`src/rtl/hdmi_pattern_gen_pkg.sv`:
```
// Shared definitions for the HDMI pattern generator: pattern codes, colours, box axis stepping.
// Latency: n/a (types, constants and one combinational helper).
// Backpressure: n/a.
package hdmi_pattern_gen_pkg;

    localparam int CNT_W = 12;

    localparam logic [2:0] PAT_BARS    = 3'd0;
    localparam logic [2:0] PAT_RAMP    = 3'd1;
    localparam logic [2:0] PAT_CHECKER = 3'd2;
    localparam logic [2:0] PAT_BOX     = 3'd3;
    localparam logic [2:0] PAT_SOLID   = 3'd4;

    localparam logic [23:0] WHITE = 24'hFF_FF_FF;
    localparam logic [23:0] BLACK = 24'h00_00_00;
    localparam logic [23:0] BLUE  = 24'h00_00_FF;

    // Element 0 is the leftmost bar: white, yellow, cyan, green, magenta, red, blue, black.
    localparam logic [7:0][23:0] BAR_TABLE = {
        24'h00_00_00, 24'h00_00_FF, 24'hFF_00_00, 24'hFF_00_FF,
        24'h00_FF_00, 24'h00_FF_FF, 24'hFF_FF_00, 24'hFF_FF_FF
    };

    typedef struct packed {
        logic [CNT_W-1:0] pos;
        logic             neg;   // 1 = moving towards 0
    } axis_t;

    // One frame of bounce motion on a single axis, clamping at 0 and lim.
    function automatic axis_t axis_step(input axis_t cur, input logic [CNT_W-1:0] lim,
                                        input logic [CNT_W-1:0] step);
        axis_t          nxt;
        logic [CNT_W:0] up;
        nxt = cur;
        up  = {1'b0, cur.pos} + {1'b0, step};
        if (!cur.neg) begin
            if (up >= {1'b0, lim}) begin
                nxt.pos = lim;
                nxt.neg = 1'b1;
            end else begin
                nxt.pos = up[CNT_W-1:0];
            end
        end else begin
            if (cur.pos <= step) begin
                nxt.pos = '0;
                nxt.neg = 1'b0;
            end else begin
                nxt.pos = cur.pos - step;
            end
        end
        return nxt;
    endfunction

endpackage

```
`src/rtl/pg_box_mover.sv`:
```
// Bouncing-box position tracker; advances both axes once per frame boundary.
// Latency: bx/by update 1 pclk after the fb pulse.
// Backpressure: none; fb is a single-cycle strobe.
module pg_box_mover
    import hdmi_pattern_gen_pkg::*;
#(
    parameter logic [CNT_W-1:0] X_LIM = 12'd1792,
    parameter logic [CNT_W-1:0] Y_LIM = 12'd952,
    parameter logic [CNT_W-1:0] STEP  = 12'd4
) (
    input  logic             pclk,
    input  logic             rst_,
    input  logic             fb,
    output logic [CNT_W-1:0] bx,
    output logic [CNT_W-1:0] by
);

    axis_t x_q, x_d;
    axis_t y_q, y_d;

    always_comb begin
        x_d = x_q;
        y_d = y_q;
        if (fb) begin
            x_d = axis_step(x_q, X_LIM, STEP);
            y_d = axis_step(y_q, Y_LIM, STEP);
        end
    end

    always_ff @(posedge pclk or negedge rst_) begin
        if (!rst_) begin
            x_q <= '0;
            y_q <= '0;
        end else begin
            x_q <= x_d;
            y_q <= y_d;
        end
    end

    assign bx = x_q.pos;
    assign by = y_q.pos;

endmodule

```
`src/rtl/hdmi_pattern_gen.sv`:
```
// Test-pattern pixel source feeding the TMDS encoder; moving box enabled by PATGEN_BOX_EN.
// Latency: exactly 2 pclk from raster inputs to RGB/hsync/vsync/vde.
// Backpressure: none; follows the timing generator every cycle.
module hdmi_pattern_gen
    import hdmi_pattern_gen_pkg::*;
#(
    parameter int HACT     = 1920,
    parameter int VACT     = 1080,
    parameter int BOX_SIZE = 128,
    parameter int BOX_STEP = 4
) (
    input  logic        pclk,
    input  logic        rst_,
    input  logic [11:0] hcount,
    input  logic [11:0] vcount,
    input  logic        hblnk,
    input  logic        vblnk,
    input  logic        hsync_in,
    input  logic        vsync_in,
    input  logic [2:0]  pat_sel,
    input  logic [23:0] solid_rgb,
    output logic [7:0]  red,
    output logic [7:0]  green,
    output logic [7:0]  blue,
    output logic        hsync,
    output logic        vsync,
    output logic        vde,
    output logic [15:0] frame_cnt
);

    localparam int BAR_W = HACT / 8;

    logic        vblnk_q, vblnk_d;
    logic [2:0]  pat_q, pat_d;
    logic [15:0] frame_cnt_q, frame_cnt_d;
    logic        fb;
    logic        active;
    logic [2:0]  bar_idx;
    logic        box_hit;

    logic [23:0] s1_rgb_q, s1_rgb_d;
    logic        s1_act_q, s1_act_d;
    logic        s1_hs_q, s1_hs_d;
    logic        s1_vs_q, s1_vs_d;
    logic [23:0] rgb_q, rgb_d;
    logic        vde_q, vde_d;
    logic        hs_q, hs_d;
    logic        vs_q, vs_d;

    assign active = ~hblnk & ~vblnk;

    // Pattern and frame count only move on the rising edge of vblnk.
    always_comb begin
        vblnk_d     = vblnk;
        fb          = vblnk & ~vblnk_q;
        pat_d       = fb ? pat_sel : pat_q;
        frame_cnt_d = fb ? frame_cnt_q + 16'd1 : frame_cnt_q;
    end

    always_comb begin
        bar_idx = '0;
        for (int i = 1; i < 8; i++) begin
            if (hcount >= CNT_W'(i * BAR_W)) begin
                bar_idx = 3'(i);
            end
        end
    end

`ifdef PATGEN_BOX_EN
    localparam logic [CNT_W:0] BOX_EXT = (CNT_W + 1)'(BOX_SIZE);

    logic [CNT_W-1:0] bx, by;

    pg_box_mover #(
        .X_LIM (CNT_W'(HACT - BOX_SIZE)),
        .Y_LIM (CNT_W'(VACT - BOX_SIZE)),
        .STEP  (CNT_W'(BOX_STEP))
    ) u_box_mover (
        .pclk (pclk),
        .rst_ (rst_),
        .fb   (fb),
        .bx   (bx),
        .by   (by)
    );

    assign box_hit = (hcount >= bx) && ({1'b0, hcount} < {1'b0, bx} + BOX_EXT) &&
                     (vcount >= by) && ({1'b0, vcount} < {1'b0, by} + BOX_EXT);
`else
    assign box_hit = 1'b0;
`endif

    always_comb begin
        s1_rgb_d = BLACK;
        case (pat_q)
            PAT_BARS:    s1_rgb_d = BAR_TABLE[bar_idx];
            PAT_RAMP:    s1_rgb_d = {3{hcount[10:3]}};
            PAT_CHECKER: s1_rgb_d = (hcount[6] ^ vcount[6]) ? WHITE : BLACK;
`ifdef PATGEN_BOX_EN
            PAT_BOX:     s1_rgb_d = box_hit ? WHITE : BLUE;
`endif
            PAT_SOLID:   s1_rgb_d = solid_rgb;
            default:     s1_rgb_d = BLACK;
        endcase
        s1_act_d = active;
        s1_hs_d  = hsync_in;
        s1_vs_d  = vsync_in;

        rgb_d = s1_act_q ? s1_rgb_q : BLACK;
        vde_d = s1_act_q;
        hs_d  = s1_hs_q;
        vs_d  = s1_vs_q;
    end

    // vblnk_q resets high so a release inside blanking does not fake a frame boundary.
    always_ff @(posedge pclk or negedge rst_) begin
        if (!rst_) begin
            vblnk_q     <= 1'b1;
            pat_q       <= PAT_BARS;
            frame_cnt_q <= '0;
            s1_rgb_q    <= '0;
            s1_act_q    <= 1'b0;
            s1_hs_q     <= 1'b0;
            s1_vs_q     <= 1'b0;
            rgb_q       <= '0;
            vde_q       <= 1'b0;
            hs_q        <= 1'b0;
            vs_q        <= 1'b0;
        end else begin
            vblnk_q     <= vblnk_d;
            pat_q       <= pat_d;
            frame_cnt_q <= frame_cnt_d;
            s1_rgb_q    <= s1_rgb_d;
            s1_act_q    <= s1_act_d;
            s1_hs_q     <= s1_hs_d;
            s1_vs_q     <= s1_vs_d;
            rgb_q       <= rgb_d;
            vde_q       <= vde_d;
            hs_q        <= hs_d;
            vs_q        <= vs_d;
        end
    end

    assign red       = rgb_q[23:16];
    assign green     = rgb_q[15:8];
    assign blue      = rgb_q[7:0];
    assign hsync     = hs_q;
    assign vsync     = vs_q;
    assign vde       = vde_q;
    assign frame_cnt = frame_cnt_q;

endmodule
```
`config.mk`:
```
export PLATFORM = sky130hd
export DESIGN_NAME = hdmi_pattern_gen
export DESIGN_NICKNAME = d
export VERILOG_FILES = /design/src/rtl/hdmi_pattern_gen_pkg.sv /design/src/rtl/pg_box_mover.sv /design/src/rtl/hdmi_pattern_gen.sv
export SDC_FILE = /design/constraint.sdc
export NUM_CORES = 1
export LEC_CHECK = 0
export ABC_AREA = 0
export CAP_MARGIN = 20
export CORE_MARGIN = 1.5
export CORE_UTILIZATION = 45
export CTS_BUF_LIST = sky130_fd_sc_hd__clkbuf_4
export CTS_CLUSTER_DIAMETER = 150
export DETAILED_ROUTE_END_ITERATION = 8
export PLACE_DENSITY = 0.78
export SLEW_MARGIN = 20
export SYNTH_ARGS = -nofsm -noshare
export SYNTH_HDL_FRONTEND = slang
export SYNTH_SLANG_ARGS = --single-unit
```
`constraint.sdc`:
```
create_clock -name pclk -period 3.55 [get_ports pclk]
set_input_delay 0.355 -clock pclk [delete_from_list [all_inputs] [get_ports pclk]]
set_output_delay 0.355 -clock pclk [all_outputs]
set_load 0.1 [all_outputs]
```
==> results.toml, run 1 <==
[floorplan]
io_pins = 100
fp.dieH_um = 83.78
coreArea_mm2 = 0.006314
dieArea_mm2 = 0.007019
start_util_pct = 46.51
core.rowCount = 29
die_w_um = 83.78

[logic_synthesis]
yosys.area.top_type = "dfrtp_1"
yosysMostFrequentCell = "dfrtp_1"
syn_avg_cell_area_um2 = 13.17
synth_nets = 281
synthCells = 223
ys_types = 42
netlist.area_leader.share_pct = 62.21
ys_warn_count = 0
ys_top_cells_by_count = "dfrtp_1, a211o_1, and2_1"
ys_seq_elements = 74
syn_area_mm2 = 0.002937
dominantRegCellSynth = "dfrtp_1"
synthTopCellsByArea = "dfrtp_1, a211o_1, and2_1, xnor2_1, xor2_1"
ys_seq_area_share_pct = 63.10
async_flop_share_pct = 100.0
synth-edff-count = 0

[power_and_ir_drop]
ir_worst_vdd_mv = 0.6565
leakagePower_nw = 1.893
power_density_mw_per_mm2 = 581.4

[placement]
place.gp.congestion = 0.7756
dpl.hpwl_mm = 4.194
io_buffers = 85

[status]
status = "finished clean"

[routing]
ant_nets = 0
avgRoutedWirePerCell_um = 15.50
avgViaCountPerCell = 5.171
via_count = 2027
drt_iter0_markers = 94
first_pass_iters = 4
drc_errors = 0
wl_mm = 6.075

[worst_setup_path]
start_kind = "flip-flop"
reg2reg_slack_ns = 1.81
worstReg2RegEnd = "s1_rgb_q[2]"
crit_buf_inv = 1
rr_startpoint = "pat_q[0]"
cp_top_family = "buffers and inverters"
critPathCapture = "frame_cnt[6]"
r2r_cells = 4
end_kind = "primary output"
cp.required_ns = 3.19
cp_max_fo = 6
crit_type = "flip-flop to primary output"
slowest_delay_ns = 1.17
cp.depth = 1
crit_start = "frame_cnt[6]"
path_cells = "clkdlybuf4s50_1"
worst_path_max_delay_cell = "clkdlybuf4s50_1"
arrival_ns = 2.06

[grt]
grt_max_degree = 75
grt_pass1_vias = 1991
grt_overflow = 0
antenna_found_initial = 0
grt_use_total_pct = 18.98
grt_pass1_wl_mm = 10.21

[timing]
maxSlewHeadroom_pct = 33.61
fin_crit_sh_pct = 67.99
tightest_slew_ns = 0.9927
fmax_mhz = 414.3
fin_worst_skew_ns = 0.008720
layout_min_cycle_time_ns = 2.414
fin_setup_tns_ns = 0
final-max-slew-violation-count = 0
finalSetupViolations = 0
rsz0062_at_grt = "false"
holdWs_ns = 0.04769
hold_viol = 0

[clock_network]
ctsHoldBuffers = 0
h-tree-depth = 3
cts_buffer_depth = 2
cts_made_buffers = 9
postCtsSetupBuffers = 0
clock_latency_ns = 0.41
cts_tree = "done"
cts.sinks = 74
cts_resized = 0
clock-root-buffer = "clkbuf_4"
clk_pin_slew_ns = 0.11

[finish]
syn_to_final_growth_pct = 36.13
nets = 368
drive_gt1_share_pct = 8.889
antenna_cells = 0

[min_path]
hp-class = "input pin to asynchronous set/reset pin"

[job]
cap_viol_max_count = 0
[registers in the layout, indices dropped and copies added, names as in the netlist]
signal,flops
rgb_q,24
s1_rgb_q,24
frame_cnt,16
pat_q,3
hs_d,1
hsync,1
s1_act_q,1
s1_vs_q,1
vblnk_q,1
vde,1
vsync,1
[placed cells by master (no fill, tap or decap), types with 4 or more instances in the layout]
| cell | synthesis | layout |
|---|---|---|
| mux2_1 | 4 | 4 |
| clkdlybuf4s50_1 | 0 | 84 |
| nand3_1 | 4 | 4 |
| and2_1 | 24 | 24 |
| clkbuf_4 | 0 | 9 |
| xor2_1 | 7 | 7 |
| a21oi_1 | 8 | 8 |
| dfrtp_1 | 73 | 73 |
| a211o_1 | 24 | 24 |
| nand2_1 | 13 | 13 |
| nor2_1 | 5 | 5 |
| xnor2_1 | 9 | 9 |
[worst min-delay path by stage]
stage / from / endpoint / slack (ns) / cells after the start
floorplan: rst_ / frame_cnt[0] / 0.06 / 0
global route: rst_ / rgb_q[22] / 0.11 / 1
global placement: s1_vs_q / vsync / 0.34 / 0
finish: rst_ / s1_rgb_q[21] / 0.05 / 1
CTS: rst_ / s1_rgb_q[21] / 0.08 / 1
detailed placement: hs_d / hsync / 0.34 / 0
[area by class of cell]
class,instances,area (um^2)
multi-input combinational,137,1023
inverter,2,7.507
timing repair buffer,86,855.8
clock buffer,9,67.56
fill,523,2316
tap,77,96.34
sequential,74,1853
clock inverter,7,93.84
[stage by stage]
step | total power, mW | setup slack (ns) | instances | area (um^2) | utilization (%)
after detailed placement | 1.767 | 1.376 | 376 | 3836 | 60.76
final | 2.324 | 1.136 | 392 | 3998 | 63.32
after floorplan | 1.550 | 1.422 | 223 | 2937 | -
after CTS | 2.351 | 1.113 | 392 | 3998 | 63.32
after global routing | 2.436 | 1.067 | 392 | 3998 | 63.32
after global placement | 1.757 | 1.394 | 376 | 3836 | 60.76
[logic make-up (layout without fill, tap and decap cells)]
kind of cell	after synthesis	after routing	share of synthesized area, %
compound gates	45	45	12.44
fa+ha+maj	2	2	0.8094
simple gates	69	69	14.96
mux	5	5	1.875
flops	74	74	63.10
xor+xnor	16	16	4.772
buf+inv	12	104	2.045
[per-layer routing]
| metal | global-route usage [%] | share of wire [%] | vias up |
|---|---|---|---|
| met5 | 0 | 0 | - |
| li1 | - | - | 972 |
| met2 | 28.59 | 48 | 72 |
| met1 | 26.23 | 45 | 971 |
| met3 | 4.055 | 4.4 | 12 |
| met4 | 9.240 | 2.5 | 0 |
[report_power, final]
part	internal [mW]	switching [mW]
combinational	0.213	0.510
sequential	0.950	0.0742
clock	0.284	0.293
Power figures use the tool's default switching activity.
==> inputs of run 2 (changes only) <==
- clock period: 3.55 -> 2.4 ns (I/O delays scaled with it)
==> run 2 against run 1 <==
  * Count of clock-buffer cells in the layout stayed put
  * Critical path depth is 4 higher
  * Sequential share of layout area is 1.2 points higher
  * Non-clock buffer count is 1 higher
  * Flip-flop and latch count stayed put
  * Utilization is 1.5 points lower
  * Wire length is 2.3% higher
  * Combinational power is 45% higher
  * Sequential power is 49% higher
  * Die area stayed put
  * Power is 47% higher
  * Critical endpoint is now s1_rgb_q[21]
  * Largest power group unchanged
==> results.toml, run 2 (same netlist as run 1, synthesis figures left out) <==
[worst_setup_path]
worstReg2RegEnd = "s1_rgb_q[12]"
arrival_ns = 1.97
r2r_cells = 4
reg2reg_slack_ns = 0.74
cp.required_ns = 2.69
end_kind = "flip-flop"
start_kind = "input pin"
cp_max_fo = 9
crit_type = "input pin to flip-flop"
rr_startpoint = "pat_q[2]"

[routing]
drc_errors = 0
first_pass_iters = 4
ant_nets = 0
avgRoutedWirePerCell_um = 15.81
drt_iter0_markers = 89
wl_mm = 6.214
via_count = 2066
avgViaCountPerCell = 5.257

[timing]
fin_worst_skew_ns = 0.01127
final-max-slew-violation-count = 0
rsz0062_at_grt = "false"
setup_ws_ns = 0.7245
maxSlewHeadroom_pct = 39.27
tightest_slew_ns = 0.9110
layout_min_cycle_time_ns = 1.676
finalSetupViolations = 0
fin_crit_sh_pct = 69.81
fmax_mhz = 596.8
hold_viol = 0
fin_setup_tns_ns = 0
holdWs_ns = 0.2732

[finish]
drive_gt1_share_pct = 22.78
multi_input_area_mm2 = 0.001023
layout_commonest_cell = "dfrtp_1"
register_area_mm2 = 0.001853
nets = 369
antenna_cells = 0
final_area_mm2 = 0.003900
utilization_pct = 61.77
nFillCells = 517
layout_common_cells = "dfrtp_1, buf_4, clkdlybuf4s50_1"
syn_to_final_growth_pct = 32.81
finalNonFillerCells = 393

[grt]
grt_pass1_vias = 2046
grt_use_total_pct = 18.96
antenna_found_initial = 0
grt_pass1_wl_mm = 10.21
grt-busiest-layer = "met2"
grt_overflow = 0
use_met1_pct = 25.74
grt_max_degree = 75
grt_use_met3_pct = 3.462
use_met2_pct = 30.13

[job]
cap_viol_max_count = 0

[clock_network]
cts_buffer_depth = 2
postCtsSetupBuffers = 0
cts.sinks = 74
clk_pin_slew_ns = 0.11
clock_latency_ns = 0.41
cts_tree = "done"
cts_resized = 0
cts_made_buffers = 9
h-tree-depth = 3
clock-root-buffer = "clkbuf_4"

[min_path]
hp-class = "input pin to flip-flop"
min_path_cells = 1
min_from = "vsync_in"
holdPathEnd = "s1_vs_q"

[floorplan]
die_w_um = 83.78
core.rowCount = 29
start_util_pct = 46.51
fp.dieH_um = 83.78
coreArea_mm2 = 0.006314
dieArea_mm2 = 0.007019
io_pins = 100

[placement]
dp_cells = 376
io_buffers = 85
place_ws_ns = 0.3096
dpl.hpwl_mm = 4.247
place.gp.congestion = 0.7701
dpl_cell_area_mm2 = 0.003729

[power_and_ir_drop]
leakagePower_nw = 1.974
power.total_mw = 3.423
power_density_mw_per_mm2 = 877.7
sequentialPowerShare_pct = 44.3
ir_worst_vdd_mv = 0.9449
internal_power_mw = 2.115
p_sw_share_pct = 38.21
clkPwrFrac_pct = 25.1
p_sw_mw = 1.308
comb_power_share_pct = 30.6

[status]
status = "finished clean"
## run 2: timing repair
action	in CTS	in global routing
hold endpoints to repair	73	0
hold buffers	1	0
endpoints found under the setup margin	0	0
## run 2: critical path, cell delays in order
cell and delay, ns:
clkdlybuf4s50_1 0.65, nand3_2 0.15, mux2i_1 0.14, o311a_1 0.44, a211o_1 0.34
## run 2: cell type report
| type | count | share of cell area (%) |
|---|---|---|
| flip-flops and latches | 74 | 47.51 |
| multi-input cells | 137 | 26.24 |
| repair buffers | 87 | 19.44 |
| well taps | 77 | 2.470 |
| clock inverters | 7 | 2.406 |
| clock buffers | 9 | 1.732 |
| inverters | 2 | 0.1925 |
## run 2: routing by layer
metal | routed length (um) | vias to the layer above
li1 | - | 965
met1 | 2747 | 1024
met2 | 3092 | 70
met3 | 280 | 7
met4 | 93 | 0
met5 | 0 | -
## run 2: how the worst max path moves through the flow
stage | startpoint | endpoint | cells past startpoint
after floorplan | frame_cnt[0] | frame_cnt[10] | 5
after global placement | hcount[6] | s1_rgb_q[23] | 5
after detailed placement | hcount[6] | s1_rgb_q[21] | 5
after CTS | pat_q[2] | s1_rgb_q[15] | 4
after global routing | frame_cnt[0] | frame_cnt[14] | 5
final | hcount[8] | s1_rgb_q[21] | 5
## run 2: power by group through the flow
stage / logic (mW) / clock network [mW] / registers (mW)
2_1_floorplan: 0.241 / 0 / 2.05
3_3_place_gp: 1.04 / 0 / 1.54
3_5_place_dp: 1.05 / 0 / 1.54
4_1_cts: 1.05 / 0.886 / 1.52
5_1_grt: 1.10 / 0.933 / 1.54
6_report: 1.05 / 0.858 / 1.52
==> inputs of run 3 (changes only) <==
- CORE_UTILIZATION: 45 -> 42
- PLACE_DENSITY: 0.78 -> 0.77
- clock period: 2.4 -> 1.4 ns (I/O delays scaled with it)
==> run 3 against run 2 <==
  * Register-to-register slack got worse by 0.87 ns
  * Critical path type is now flip-flop to flip-flop
  * Utilization is 14 points higher
  * The flow now finishes with violations (setup timing)
  * Wire length grew 20%
  * Design area is 31% higher
==> results.toml, run 3 (same netlist as run 1, synthesis figures left out) <==
[clock_network]
clk_pin_slew_ns = 0.12
cts_tree = "done"
cts_buffer_depth = 2
h-tree-depth = 3
cts.sinks = 74
clock-root-buffer = "clkbuf_4"
clock_latency_ns = 0.41
cts_made_buffers = 9

[finish]
layout_commonest_cell = "dfrtp_1"
drive_gt1_share_pct = 41.69
syn_to_final_growth_pct = 74.27
nFillCells = 424
finalNonFillerCells = 463
layout_common_cells = "dfrtp_1, buf_12, clkdlybuf4s50_1"
multi_input_area_mm2 = 0.001171
register_area_mm2 = 0.001898
nets = 421
utilization_pct = 75.32
antenna_cells = 0
final_area_mm2 = 0.005117

[floorplan]
die_w_um = 86.62
dieArea_mm2 = 0.007502
coreArea_mm2 = 0.006794
start_util_pct = 43.22
io_pins = 100
core.rowCount = 30
fp.dieH_um = 86.62

[worst_setup_path]
r2r_cells = 5
cp.required_ns = 1.74
rr_startpoint = "pat_q[1]"
reg2reg_slack_ns = -0.13
start_kind = "flip-flop"
arrival_ns = 1.87
end_kind = "flip-flop"
worstReg2RegEnd = "s1_rgb_q[6]"
crit_type = "flip-flop to flip-flop"
cp_max_fo = 8

[routing]
first_pass_iters = 4
avgRoutedWirePerCell_um = 16.17
via_count = 2318
drt_iter0_markers = 125
ant_nets = 0
avgViaCountPerCell = 5.006
drc_errors = 0
wl_mm = 7.487

[placement]
place_ws_ns = -0.4939
io_buffers = 85
dp_cells = 434
place.gp.congestion = 0.8416
dpl.hpwl_mm = 5.257
dpl_cell_area_mm2 = 0.004713

[grt]
grt_use_total_pct = 20.79
grt_pass1_wl_mm = 11.52
grt_pass1_vias = 2317
grt_overflow = 0
antenna_found_initial = 0
grt_max_degree = 30

[power_and_ir_drop]
power_density_mw_per_mm2 = 1287
ir_worst_vdd_mv = 0.6888
power.total_mw = 6.587
leakagePower_nw = 2.402

[status]
status = "complete, but fails checks"
violations = "setup timing"

[timing]
final-max-slew-violation-count = 0
tightest_slew_ns = 0.4398
layout_min_cycle_time_ns = 1.528
fin_crit_sh_pct = 109.1
finalSetupViolations = 27
rsz0062_at_grt = "true"
fin_worst_skew_ns = 0.01679
fmax_mhz = 654.5
hold_viol = 0
maxSlewHeadroom_pct = 70.61
fin_setup_tns_ns = -1.800
holdWs_ns = 0.1548
setup_ws_ns = -0.1279

[job]
cap_viol_max_count = 0

[min_path]
hp-class = "input pin to asynchronous set/reset pin"
run 3: cell count changes in the layout (fill, tap and decap cells not counted), sizes merged:
cell	before	now
buf	45	97
bufinv	2	1
clkbuf	9	11
clkdlybuf4s50	41	40
clkinv	3	2
clkinvlp	2	1
dlygate4sd2	0	1
run 3: what timing repair did:
item / 4_1_cts / 5_1_grt
endpoints found under the hold margin: 74 / 0
pin swaps: 6 / 25
buffers inserted: 4 / 11
resized for setup: 9 / 28
hold buffers: 1 / 0
endpoints found under the setup margin: 29 / 37
run 3: worst max-delay path, cell delays in order (launching register included):
cell and delay, ns:
dfrtp_2 0.46, nor4_4 0.29, buf_6 0.17, o21ai_2 0.08
o22ai_4 0.30, a211o_1 0.17
run 3: worst max-delay path by stage:
| stage | start | endpoint | slack [ns] | depth (start not counted) |
|---|---|---|---|---|
| 3_3_place_gp | hcount[6] | s1_rgb_q[23] | -0.42 | 5 |
| 6_report | pat_q[1] | s1_rgb_q[6] | -0.13 | 5 |
| 5_1_grt | pat_q[1] | s1_rgb_q[0] | -0.17 | 5 |
| 4_1_cts | pat_q[1] | s1_rgb_q[11] | -0.09 | 6 |
| 2_1_floorplan | frame_cnt[1] | frame_cnt[15] | -0.24 | 4 |
| 3_5_place_dp | hcount[6] | s1_rgb_q[22] | -0.49 | 5 |
run 3: power by group:
group          leakage (nW)  switching [mW]  internal (mW)
combinational          1.38            1.52           1.13
sequential            0.955           0.223           2.47
clock                0.0680           0.678          0.565
run 3: cell type report:
class | instances | share of cell area, %
timing repair buffer | 139 | 35.04
tap | 96 | 2.347
clock inverter | 4 | 0.8802
clock buffer | 11 | 1.614
inverter | 2 | 0.1467
sequential | 74 | 37.09
multi-input combinational | 137 | 22.89
run 3: per-layer routing:
metal / track usage [%] / wire length, um / up-vias
li1: - / - / 1074
met1: 24.65 / 2972 / 1175
met2: 36.93 / 4096 / 58
met3: 4.762 / 264 / 11
met4: 7.478 / 153 / 0
met5: 0 / 0 / -
